<file path="src/rtl/load_store_unit_if.sv">
// Core-request, data-memory and response signals of the load/store unit.
// The slave modport is the unit itself; the master modport is the core/memory side.
interface load_store_unit_if #(
  parameter int WIDTH = 32
);
  logic             req_valid;
  logic             req_ready;
  logic             req_we;
  logic [2:0]       req_funct3;
  logic [WIDTH-1:0] req_addr;
  logic [WIDTH-1:0] req_wdata;

  logic             mem_req;
  logic             mem_we;
  logic [WIDTH-1:0] mem_addr;
  logic [3:0]       mem_wstrb;
  logic [WIDTH-1:0] mem_wdata;
  logic             mem_ack;
  logic [WIDTH-1:0] mem_rdata;

  logic             resp_valid;
  logic [WIDTH-1:0] resp_rdata;
  logic             resp_misaligned;
  logic             resp_fault;
  logic             busy;

  modport slave (
    input  req_valid, req_we, req_funct3, req_addr, req_wdata, mem_ack, mem_rdata,
    output req_ready, mem_req, mem_we, mem_addr, mem_wstrb, mem_wdata,
           resp_valid, resp_rdata, resp_misaligned, resp_fault, busy
  );

  modport master (
    output req_valid, req_we, req_funct3, req_addr, req_wdata, mem_ack, mem_rdata,
    input  req_ready, mem_req, mem_we, mem_addr, mem_wstrb, mem_wdata,
           resp_valid, resp_rdata, resp_misaligned, resp_fault, busy
  );
endinterface

</file>
<file path="src/rtl/load_store_unit.sv">
// RV32I load/store stage: one access at a time over a valid/ack memory port,
// with byte-lane steering, load extension, misalignment/illegal-funct3 and timeout reporting.
module load_store_unit #(
  parameter int WIDTH   = 32,
  parameter int TIMEOUT = 16
) (
  input  logic            clk,
  input  logic            rst_n,
  load_store_unit_if.slave bus
);
  localparam int CW = $clog2(TIMEOUT + 2);
  localparam logic [CW-1:0] C_TO_LAST = CW'((TIMEOUT > 0) ? (TIMEOUT - 1) : 0);

  typedef enum logic [1:0] {S_IDLE = 2'd0, S_WAIT = 2'd1, S_RESP = 2'd2} state_t;

  state_t           r_state, w_state_next;
  logic             r_mem_we;
  logic [WIDTH-1:0] r_mem_addr;
  logic [WIDTH-1:0] r_mem_wdata;
  logic [3:0]       r_mem_wstrb;
  logic [2:0]       r_funct3;
  logic [1:0]       r_addr_lo;
  logic [CW-1:0]    r_cnt;
  logic [WIDTH-1:0] r_rdata;
  logic             r_misaligned;
  logic             r_fault;

  logic             w_accept, w_illegal, w_misaligned, w_ack, w_timeout;
  logic [3:0]       w_strb;
  logic [WIDTH-1:0] w_wdata, w_shift, w_load_data;

  assign w_accept = (r_state == S_IDLE) && bus.req_valid;
  assign w_ack    = (r_state == S_WAIT) && bus.mem_ack;
  // ack in the same cycle as the final count takes priority over the timeout
  assign w_timeout = (TIMEOUT != 0) && (r_state == S_WAIT) && !bus.mem_ack && (r_cnt == C_TO_LAST);

  always_comb begin
    w_illegal = 1'b1;
    case (bus.req_funct3)
      3'b000, 3'b001, 3'b010: w_illegal = 1'b0;
      3'b100, 3'b101:         w_illegal = bus.req_we;
      default:                w_illegal = 1'b1;
    endcase
  end

  assign w_misaligned = ((bus.req_funct3[1:0] == 2'b01) && bus.req_addr[0]) ||
                        ((bus.req_funct3[1:0] == 2'b10) && (bus.req_addr[1:0] != 2'b00));

  always_comb begin
    w_strb  = 4'hF;
    w_wdata = bus.req_wdata;
    case (bus.req_funct3[1:0])
      2'b00: begin
        w_strb  = 4'b0001 << bus.req_addr[1:0];
        w_wdata = {4{bus.req_wdata[7:0]}};
      end
      2'b01: begin
        w_strb  = 4'b0011 << bus.req_addr[1:0];
        w_wdata = {2{bus.req_wdata[15:0]}};
      end
      default: begin
        w_strb  = 4'hF;
        w_wdata = bus.req_wdata;
      end
    endcase
    if (!bus.req_we) w_strb = 4'h0;
  end

  assign w_shift = bus.mem_rdata >> {r_addr_lo, 3'b000};

  always_comb begin
    w_load_data = w_shift;
    case (r_funct3)
      3'b000:  w_load_data = {{(WIDTH-8){w_shift[7]}}, w_shift[7:0]};
      3'b001:  w_load_data = {{(WIDTH-16){w_shift[15]}}, w_shift[15:0]};
      3'b100:  w_load_data = {{(WIDTH-8){1'b0}}, w_shift[7:0]};
      3'b101:  w_load_data = {{(WIDTH-16){1'b0}}, w_shift[15:0]};
      default: w_load_data = w_shift;
    endcase
  end

  always_ff @(posedge clk or negedge rst_n) begin
    if (!rst_n) r_state <= S_IDLE;
    else        r_state <= w_state_next;
  end

  always_comb begin
    w_state_next = r_state;
    case (r_state)
      S_IDLE:  if (w_accept) w_state_next = (w_illegal || w_misaligned) ? S_RESP : S_WAIT;
      S_WAIT:  if (w_ack || w_timeout) w_state_next = S_RESP;
      S_RESP:  w_state_next = S_IDLE;
      default: w_state_next = S_IDLE;
    endcase
  end

  always_ff @(posedge clk or negedge rst_n) begin
    if (!rst_n) begin
      r_mem_we     <= 1'b0;
      r_mem_addr   <= '0;
      r_mem_wdata  <= '0;
      r_mem_wstrb  <= 4'h0;
      r_funct3     <= 3'b000;
      r_addr_lo    <= 2'b00;
      r_cnt        <= '0;
      r_rdata      <= '0;
      r_misaligned <= 1'b0;
      r_fault      <= 1'b0;
    end else if (w_accept) begin
      r_funct3     <= bus.req_funct3;
      r_addr_lo    <= bus.req_addr[1:0];
      r_fault      <= w_illegal;
      r_misaligned <= !w_illegal && w_misaligned;
      r_rdata      <= '0;
      r_cnt        <= '0;
      if (!w_illegal && !w_misaligned) begin
        r_mem_we    <= bus.req_we;
        r_mem_addr  <= {bus.req_addr[WIDTH-1:2], 2'b00};
        r_mem_wstrb <= w_strb;
        r_mem_wdata <= w_wdata;
      end
    end else if (r_state == S_WAIT) begin
      if (bus.mem_ack) begin
        if (!r_mem_we) r_rdata <= w_load_data;
      end else if (w_timeout) begin
        r_fault <= 1'b1;
      end else begin
        r_cnt <= r_cnt + 1'b1;
      end
    end
  end

  assign bus.req_ready       = (r_state == S_IDLE);
  assign bus.busy            = (r_state != S_IDLE);
  assign bus.mem_req         = (r_state == S_WAIT);
  assign bus.mem_we          = r_mem_we;
  assign bus.mem_addr        = r_mem_addr;
  assign bus.mem_wstrb       = r_mem_wstrb;
  assign bus.mem_wdata       = r_mem_wdata;
  assign bus.resp_valid      = (r_state == S_RESP);
  assign bus.resp_rdata      = (r_state == S_RESP) ? r_rdata : '0;
  assign bus.resp_misaligned = (r_state == S_RESP) && r_misaligned;
  assign bus.resp_fault      = (r_state == S_RESP) && r_fault;
endmodule

</file>
<file path="src/flat_wrapper.sv">
// flat-port wrapper written by rule: the top's interface ports become plain ports
module load_store_unit_flat 
#(
  parameter int WIDTH   = 32,
  parameter int TIMEOUT = 16
)
  (clk, rst_n, bus_req_valid, bus_req_we, bus_req_funct3, bus_req_addr, bus_req_wdata, bus_mem_ack, bus_mem_rdata, bus_req_ready, bus_mem_req, bus_mem_we, bus_mem_addr, bus_mem_wstrb, bus_mem_wdata, bus_resp_valid, bus_resp_rdata, bus_resp_misaligned, bus_resp_fault, bus_busy);
  load_store_unit_if #(.WIDTH(WIDTH)) bus_i ();
  input  logic clk;
  input  logic rst_n;
  input wire logic [$bits(bus_i.req_valid)-1:0] bus_req_valid;
  input wire logic [$bits(bus_i.req_we)-1:0] bus_req_we;
  input wire logic [$bits(bus_i.req_funct3)-1:0] bus_req_funct3;
  input wire logic [$bits(bus_i.req_addr)-1:0] bus_req_addr;
  input wire logic [$bits(bus_i.req_wdata)-1:0] bus_req_wdata;
  input wire logic [$bits(bus_i.mem_ack)-1:0] bus_mem_ack;
  input wire logic [$bits(bus_i.mem_rdata)-1:0] bus_mem_rdata;
  output wire logic [$bits(bus_i.req_ready)-1:0] bus_req_ready;
  output wire logic [$bits(bus_i.mem_req)-1:0] bus_mem_req;
  output wire logic [$bits(bus_i.mem_we)-1:0] bus_mem_we;
  output wire logic [$bits(bus_i.mem_addr)-1:0] bus_mem_addr;
  output wire logic [$bits(bus_i.mem_wstrb)-1:0] bus_mem_wstrb;
  output wire logic [$bits(bus_i.mem_wdata)-1:0] bus_mem_wdata;
  output wire logic [$bits(bus_i.resp_valid)-1:0] bus_resp_valid;
  output wire logic [$bits(bus_i.resp_rdata)-1:0] bus_resp_rdata;
  output wire logic [$bits(bus_i.resp_misaligned)-1:0] bus_resp_misaligned;
  output wire logic [$bits(bus_i.resp_fault)-1:0] bus_resp_fault;
  output wire logic [$bits(bus_i.busy)-1:0] bus_busy;
  assign bus_i.req_valid = bus_req_valid;
  assign bus_i.req_we = bus_req_we;
  assign bus_i.req_funct3 = bus_req_funct3;
  assign bus_i.req_addr = bus_req_addr;
  assign bus_i.req_wdata = bus_req_wdata;
  assign bus_i.mem_ack = bus_mem_ack;
  assign bus_i.mem_rdata = bus_mem_rdata;
  assign bus_req_ready = bus_i.req_ready;
  assign bus_mem_req = bus_i.mem_req;
  assign bus_mem_we = bus_i.mem_we;
  assign bus_mem_addr = bus_i.mem_addr;
  assign bus_mem_wstrb = bus_i.mem_wstrb;
  assign bus_mem_wdata = bus_i.mem_wdata;
  assign bus_resp_valid = bus_i.resp_valid;
  assign bus_resp_rdata = bus_i.resp_rdata;
  assign bus_resp_misaligned = bus_i.resp_misaligned;
  assign bus_resp_fault = bus_i.resp_fault;
  assign bus_busy = bus_i.busy;
  load_store_unit #(.WIDTH(WIDTH), .TIMEOUT(TIMEOUT)) u_core (.clk(clk), .rst_n(rst_n), .bus(bus_i));
endmodule
</file>
<file path="config.mk">
export PLATFORM = sky130hd
export DESIGN_NAME = load_store_unit_flat
export DESIGN_NICKNAME = d
export VERILOG_FILES = /design/src/rtl/load_store_unit_if.sv /design/src/rtl/load_store_unit.sv /design/src/flat_wrapper.sv
export SDC_FILE = /design/constraint.sdc
export NUM_CORES = 1
export LEC_CHECK = 0
export CORE_MARGIN = 2
export CORE_UTILIZATION = 40
export DETAILED_ROUTE_END_ITERATION = 12
export DONT_BUFFER_PORTS = 1
export GPL_ROUTABILITY_DRIVEN = 0
export MAX_ROUTING_LAYER = met4
export PLACE_DENSITY_LB_ADDON = 0.2
export SYNTH_ARGS = -nofsm -noshare
export SYNTH_HDL_FRONTEND = slang
export SYNTH_SLANG_ARGS = --single-unit
</file>
<file path="constraint.sdc">
create_clock -name clk -period 1.96 [get_ports clk]
set_input_delay 0.392 -clock clk [delete_from_list [all_inputs] [get_ports clk]]
set_output_delay 0.392 -clock clk [all_outputs]
set_load 0.05 [all_outputs]
</file>
After elaboration in Yosys (flattened, before gate mapping)
Cells that the tools add are included.
{"block": "word_totals", "register_bits": 113, "input_bits": 104}
{"block": "classes", "add_sub_neg": 1, "eq_ne": 17, "shifts": 3, "n_mux": 22, "n_reduce_logical": 32}
{"operator": "32-bit 2-to-1 mux", "count": 5}
{"operator": "32-bit case mux with 4 select lines", "count": 1}
{"operator": "32-bit case mux with 2 select lines", "count": 1}
{"operator": "32-bit by 5-bit right shift with 32-bit output", "count": 1}
{"operator": "5-bit 2-to-1 mux", "count": 4}
{"operator": "3-bit equality test, second input constant", "count": 4}
{"operator": "1-bit logical AND", "count": 10}
{"operator": "2-bit nonzero test", "count": 5}
{"operator": "3-bit AND reduction", "count": 3}
{"operator": "2-bit by 1-bit inequality test with 1-bit output, second input constant", "count": 4}
{"operator": "4-bit case mux with 2 select lines", "count": 1}
{"operator": "3-bit by 1-bit equality test with 1-bit output, second input constant", "count": 2}
{"operator": "3-bit logical NOT", "count": 2}
{"operator": "2-bit 2-to-1 mux", "count": 3}
{"operator": "5-bit by 1-bit adder with 5-bit output, second input constant", "count": 1}
{"operator": "5-bit by 4-bit equality test with 1-bit output, second input constant", "count": 1}
{"operator": "2-bit by 1-bit equality test with 1-bit output, second input constant", "count": 2}
{"operator": "2-bit equality test, second input constant", "count": 2}
{"operator": "2-bit logical NOT", "count": 2}
{"operator": "1-bit 2-to-1 mux", "count": 4}
{"operator": "4-bit 2-to-1 mux", "count": 1}
{"operator": "2-bit case mux with 2 select lines", "count": 1}
{"operator": "2-bit AND reduction", "count": 2}
{"operator": "1-bit by 2-bit << shifter with 4-bit output, first input constant", "count": 1}
{"operator": "other kinds (8)", "count": 12}

Longest topological paths before layout
{"block": "depth", "depth_word": 7, "ltp_mapped": 7, "depth_no_buf": 7}

Worst setup path after synthesis
Ideal clock, no wire load.
{"block": "synth_path", "kind": "register to output", "from": "register u_core.r_state[1]", "to": "output bus_resp_rdata[22]", "t_arrival_ns": 1.823, "required_ns": 1.568, "slack_ns": -0.255, "path_stages_with_launch": 4, "path_buffers": 1, "path_cell_list": "dfrtp_1 -> nor2b_1 -> clkbuf_1 -> and2_1"}
{"block": "synth_via", "elab_chain_len": 2}
{"element": "from (decl)", "line_no": "load_store_unit.sv:16", "rtl": "state_t r_state, w_state_next;"}
{"element": "from (signal assigned)", "line_no": "load_store_unit.sv:84", "rtl": "else r_state <= w_state_next;"}
{"element": "2-bit equality test"}
{"element": "via bus_resp_valid", "line_no": "flat_wrapper.sv:24", "rtl": "output wire logic [$bits(bus_i.resp_valid)-1:0] bus_resp_valid;"}
{"element": "32-bit 2-to-1 mux", "line_no": "load_store_unit.sv:141", "rtl": "assign bus.resp_rdata = (r_state == S_RESP) ? r_rdata : '0;"}
{"element": "to (decl)", "line_no": "flat_wrapper.sv:25", "rtl": "output wire logic [$bits(bus_i.resp_rdata)-1:0] bus_resp_rdata;"}
The timed path passes the listed nets, and every way through them passes these cells.

Final worst setup path
{"block": "layout_path", "from": "register u_core.r_state[0]", "to": "output bus_resp_rdata[25]"}
{"block": "layout_via", "elab_chain_len": 2}
{"element": "2-bit equality test", "line_no": "load_store_unit.sv:141"}
{"element": "32-bit 2-to-1 mux", "line_no": "load_store_unit.sv:141"}
No other way between the ends.

==> impl_metrics.yaml <==
outcome:
  status: "finished, violations left"
  violations: "negative hold slack, negative setup slack"
clocking:
  htreeDepth: 4
  root_buffer: "clkbuf_16"
  cts.sinks: 113
  cts_buffers: 17
  cts_buffer_depth: 2
  cts_tree: "done"
  clock_latency_ns: 0.41
  clk_pin_slew_worst_paths_ns: 0.05
routing:
  drtIter0Drc: 212
  first_pass_iters: 4
  wl_per_cell_microns: 19.7
  routed_wirelength_mm: 14.7
  post-route-drc-count: 0
  final_antenna_net_count: 0
  wl_met1_mm: 5.97
  routed-via-count: 4043
  via_per_inst: 5.43
  route.met3.wl_mm: 1.42
  wl_met2_mm: 7.02
  routed.top_layer: "met4"
pwr:
  p_leak_nw: 3.31
  vdd_drop_max_uv: 921
  cell_internal_pwr_w: 0.00614
  seqPwrFrac_pct: 50.8
  swShare_pct: 42.6
  clkPwrFrac_pct: 29.2
  pwr-share-comb_pct: 20.0
  p_switching_w: 0.00456
  p_per_area_mw_per_mm2: 1470
finish:
  antennaDiodeCount: 0
  final_cell_mix: "111 x dfrtp_1, 57 x o21ai_0, 56 x nand2_1"
  nNetsFinal: 663
  n_fill_cell: 1157
  area_growth_pct: 32.8
  multiInputGateArea_sq_mm: 0.00258
  final_cells: 745
  layout_commonest_cell: "dfrtp_1"
  layout.area.seq_sq_mm: 0.00283
  drive_gt1_share_pct: 34.8
  design_area_sq_mm: 0.00728
place:
  port_buffers: 0
  place_inst: 706
  hpwl_mm: 10.3
  place_worst_setup_slack_ns: 0.0114
  post_dp_cell_area_sq_mm: 0.00646
global_routing:
  antenna_found_initial: 0
  grt_max_degree: 114
  grt_pass1_vias: 4277
  grt_usage_pct: 21.0
  overflow: 0
  grt_pass1_wl_mm: 22.7
critical_path:
  crit_chain: "nor2b_4 > buf_6 > buf_12 > and2_4 > buf_12"
  crit_path_top_delay_cell: "dfrtp_2"
  arrival_ns: 1.57
  endpoint_kind: "output port"
  path_common_cell: "buf_12"
  critPathKind: "flip-flop to output port"
  crit_path_start_kind: "flip-flop"
  cpPeakStageDelay_ns: 0.42
  cp_max_fo: 6
  worstPathRequired_ns: 1.57
floorplanning:
  die_w_microns: 121
  start_util_pct: 41.2
  core_sq_mm: 0.0133
  fp.dieH_microns: 121
  dieArea_sq_mm: 0.0147
  io_pins: 211
  rows: 42
logic_synthesis:
  async_flop_share_pct: 100
  ys.flop_type: "dfrtp_1"
  yosysUniqueCellTypes: 41
  syn_area_per_cell_sq_um: 10.8
  yosysWarnings: 0
  ys_seq_area_share_pct: 51.6
  synth-edff-count: 0
  synthesis.instances: 509
  ys_ff_latch: 113
  syn_area_sq_mm: 0.00548
sta:
  fin_tns_setup_ns: -0.000885
  fin_crit_ns: 1.96
  skew_ns: 0.00780
  period_share_pct: 100
  fin_ws_ns: -0.000885
  rsz0062_at_grt: "true"
  timing.hold.ws_ns: -0.320
  slew_viol_final: 0
  setup-violations-final: 1
  clock.fmax_ghz: 0.510
  finalHoldViolCount: 113
  tightestPinTransition_ns: 0.511
  relSlewSlack_pct: 65.9
min_path:
  min_path_type: "primary input to async pin"
job:
  cap_violations: 0
==> power by group through the flow <==
stage	sequential (W)	clock [W]	combinational (W)
2_1_floorplan	0.00532	0	0.00146
3_3_place_gp	0.00547	0	0.00192
3_5_place_dp	0.00548	0	0.00199
5_1_grt	0.00552	0.00327	0.00234
6_report	0.00543	0.00312	0.00214
4_1_cts	0.00545	0.00317	0.00209
==> layout make-up <==
cell class / count / share of cell area [%]
clock inverter: 4 / 0.962
tap: 176 / 3.02
sequential: 113 / 38.9
clock buffer: 27 / 7.32
multi-input combinational: 352 / 35.5
timing repair buffer: 68 / 14.1
inverter: 5 / 0.258
==> flip-flops by register name (all words and copies together), names as in the netlist <==
signal	flops
u_core.r_addr_lo	2
u_core.r_misaligned	1
u_core.bus.mem_wstrb	4
u_core.r_cnt	5
u_core.bus.mem_addr	30
u_core.bus.mem_wdata	32
u_core.r_funct3	3
u_core.r_state	2
u_core.bus.mem_we	1
u_core.r_rdata	32
u_core.r_fault	1
==> kinds of logic after synthesis <==
logic type               Yosys count  synth area share [%]
AND/OR/NAND/NOR                  150                  14.1
flip-flops                       113                  51.6
AO/OA/AOI/OAI                    108                  12.3
multiplexers                      88                  17.5
buffers and inverters             45                  3.72
adder cells (fa/ha/maj)            2                 0.456
XOR/XNOR                           2                 0.319
other                              1                0.0684
==> layer usage <==
metal  up-vias  global-route usage, %
li1       1894                      -
met1      1961                   25.0
met2       174                   32.3
met3        14                   7.85
met4         0                   8.50
met5         -                      -
==> cells in the mapped netlist (2+ instances only) <==
cell type	count	share of area, %
mux2_2	45	9.2
mux2i_1	41	7.5
dfrtp_1	113	52
buf_6	2	0.41
nand2_1	56	3.8
clkbuf_1	26	1.8
nand3b_1	8	1.1
nand2b_1	2	0.23
mux4_2	2	0.82
and2_1	34	3.9
xor2_1	2	0.32
o21ai_0	57	5.2
nor2_1	21	1.4
inv_1	5	0.34
a221o_2	9	1.8
nor2b_1	4	0.46
or3_1	2	0.23
a221o_1	6	1.1
a22o_1	8	1.3
nor3b_1	2	0.27
nand3_1	11	1.0
a21oi_1	22	2.0
buf_4	2	0.27
ha_1	2	0.46
and3_1	2	0.23
buf_2	10	0.91
==> per-stage QoR <==
stage | util [%] | power (W)
after floorplan | - | 0.00678
after global placement | 48.6 | 0.00739
after detailed placement | 48.6 | 0.00747
after CTS | 54.1 | 0.0107
after global routing | 54.8 | 0.0111
final | 54.8 | 0.0107
==> worst paths after layout <==
path                                                      start                         endpoint  slack (ns)  depth (start not counted)
worst max register to register    u_core.r_state[0]$_DFFE_PN0P_   u_core.r_rdata[21]$_DFFE_PN0P_        0.09                          6
worst min-delay path                                      rst_n    u_core.r_rdata[5]$_DFFE_PN0P_       -0.32                          0
worst min register to register  u_core.r_misaligned$_DFFE_PN0P_  u_core.r_misaligned$_DFFE_PN0P_        0.48                          1
min in group clk                              bus_req_funct3[0]   u_core.r_funct3[0]$_DFFE_PN0P_        0.09                          2
worst max-delay path              u_core.r_state[0]$_DFFE_PN0P_               bus_resp_rdata[25]     -0.0009                          5
max in group asynchronous                                 rst_n    u_core.r_state[1]$_DFFE_PN0P_        2.13                          0
==> timing repair <==
action / in CTS / in global routing
pin swaps: 1 / 26
gates cloned: 1 / 2
setup buffers: 4 / 2
endpoints found under the hold margin: 113 / 113
resized for setup: 23 / 19
setup endpoints to repair: 39 / 34
==> critical path: cells and delay by family (launching register included) <==
kind	cells	cell delay [ns]
simple gates	2	0.31
flops	1	0.42
buf+inv	3	0.41
Note: power is estimated with default switching activity, not from simulation.
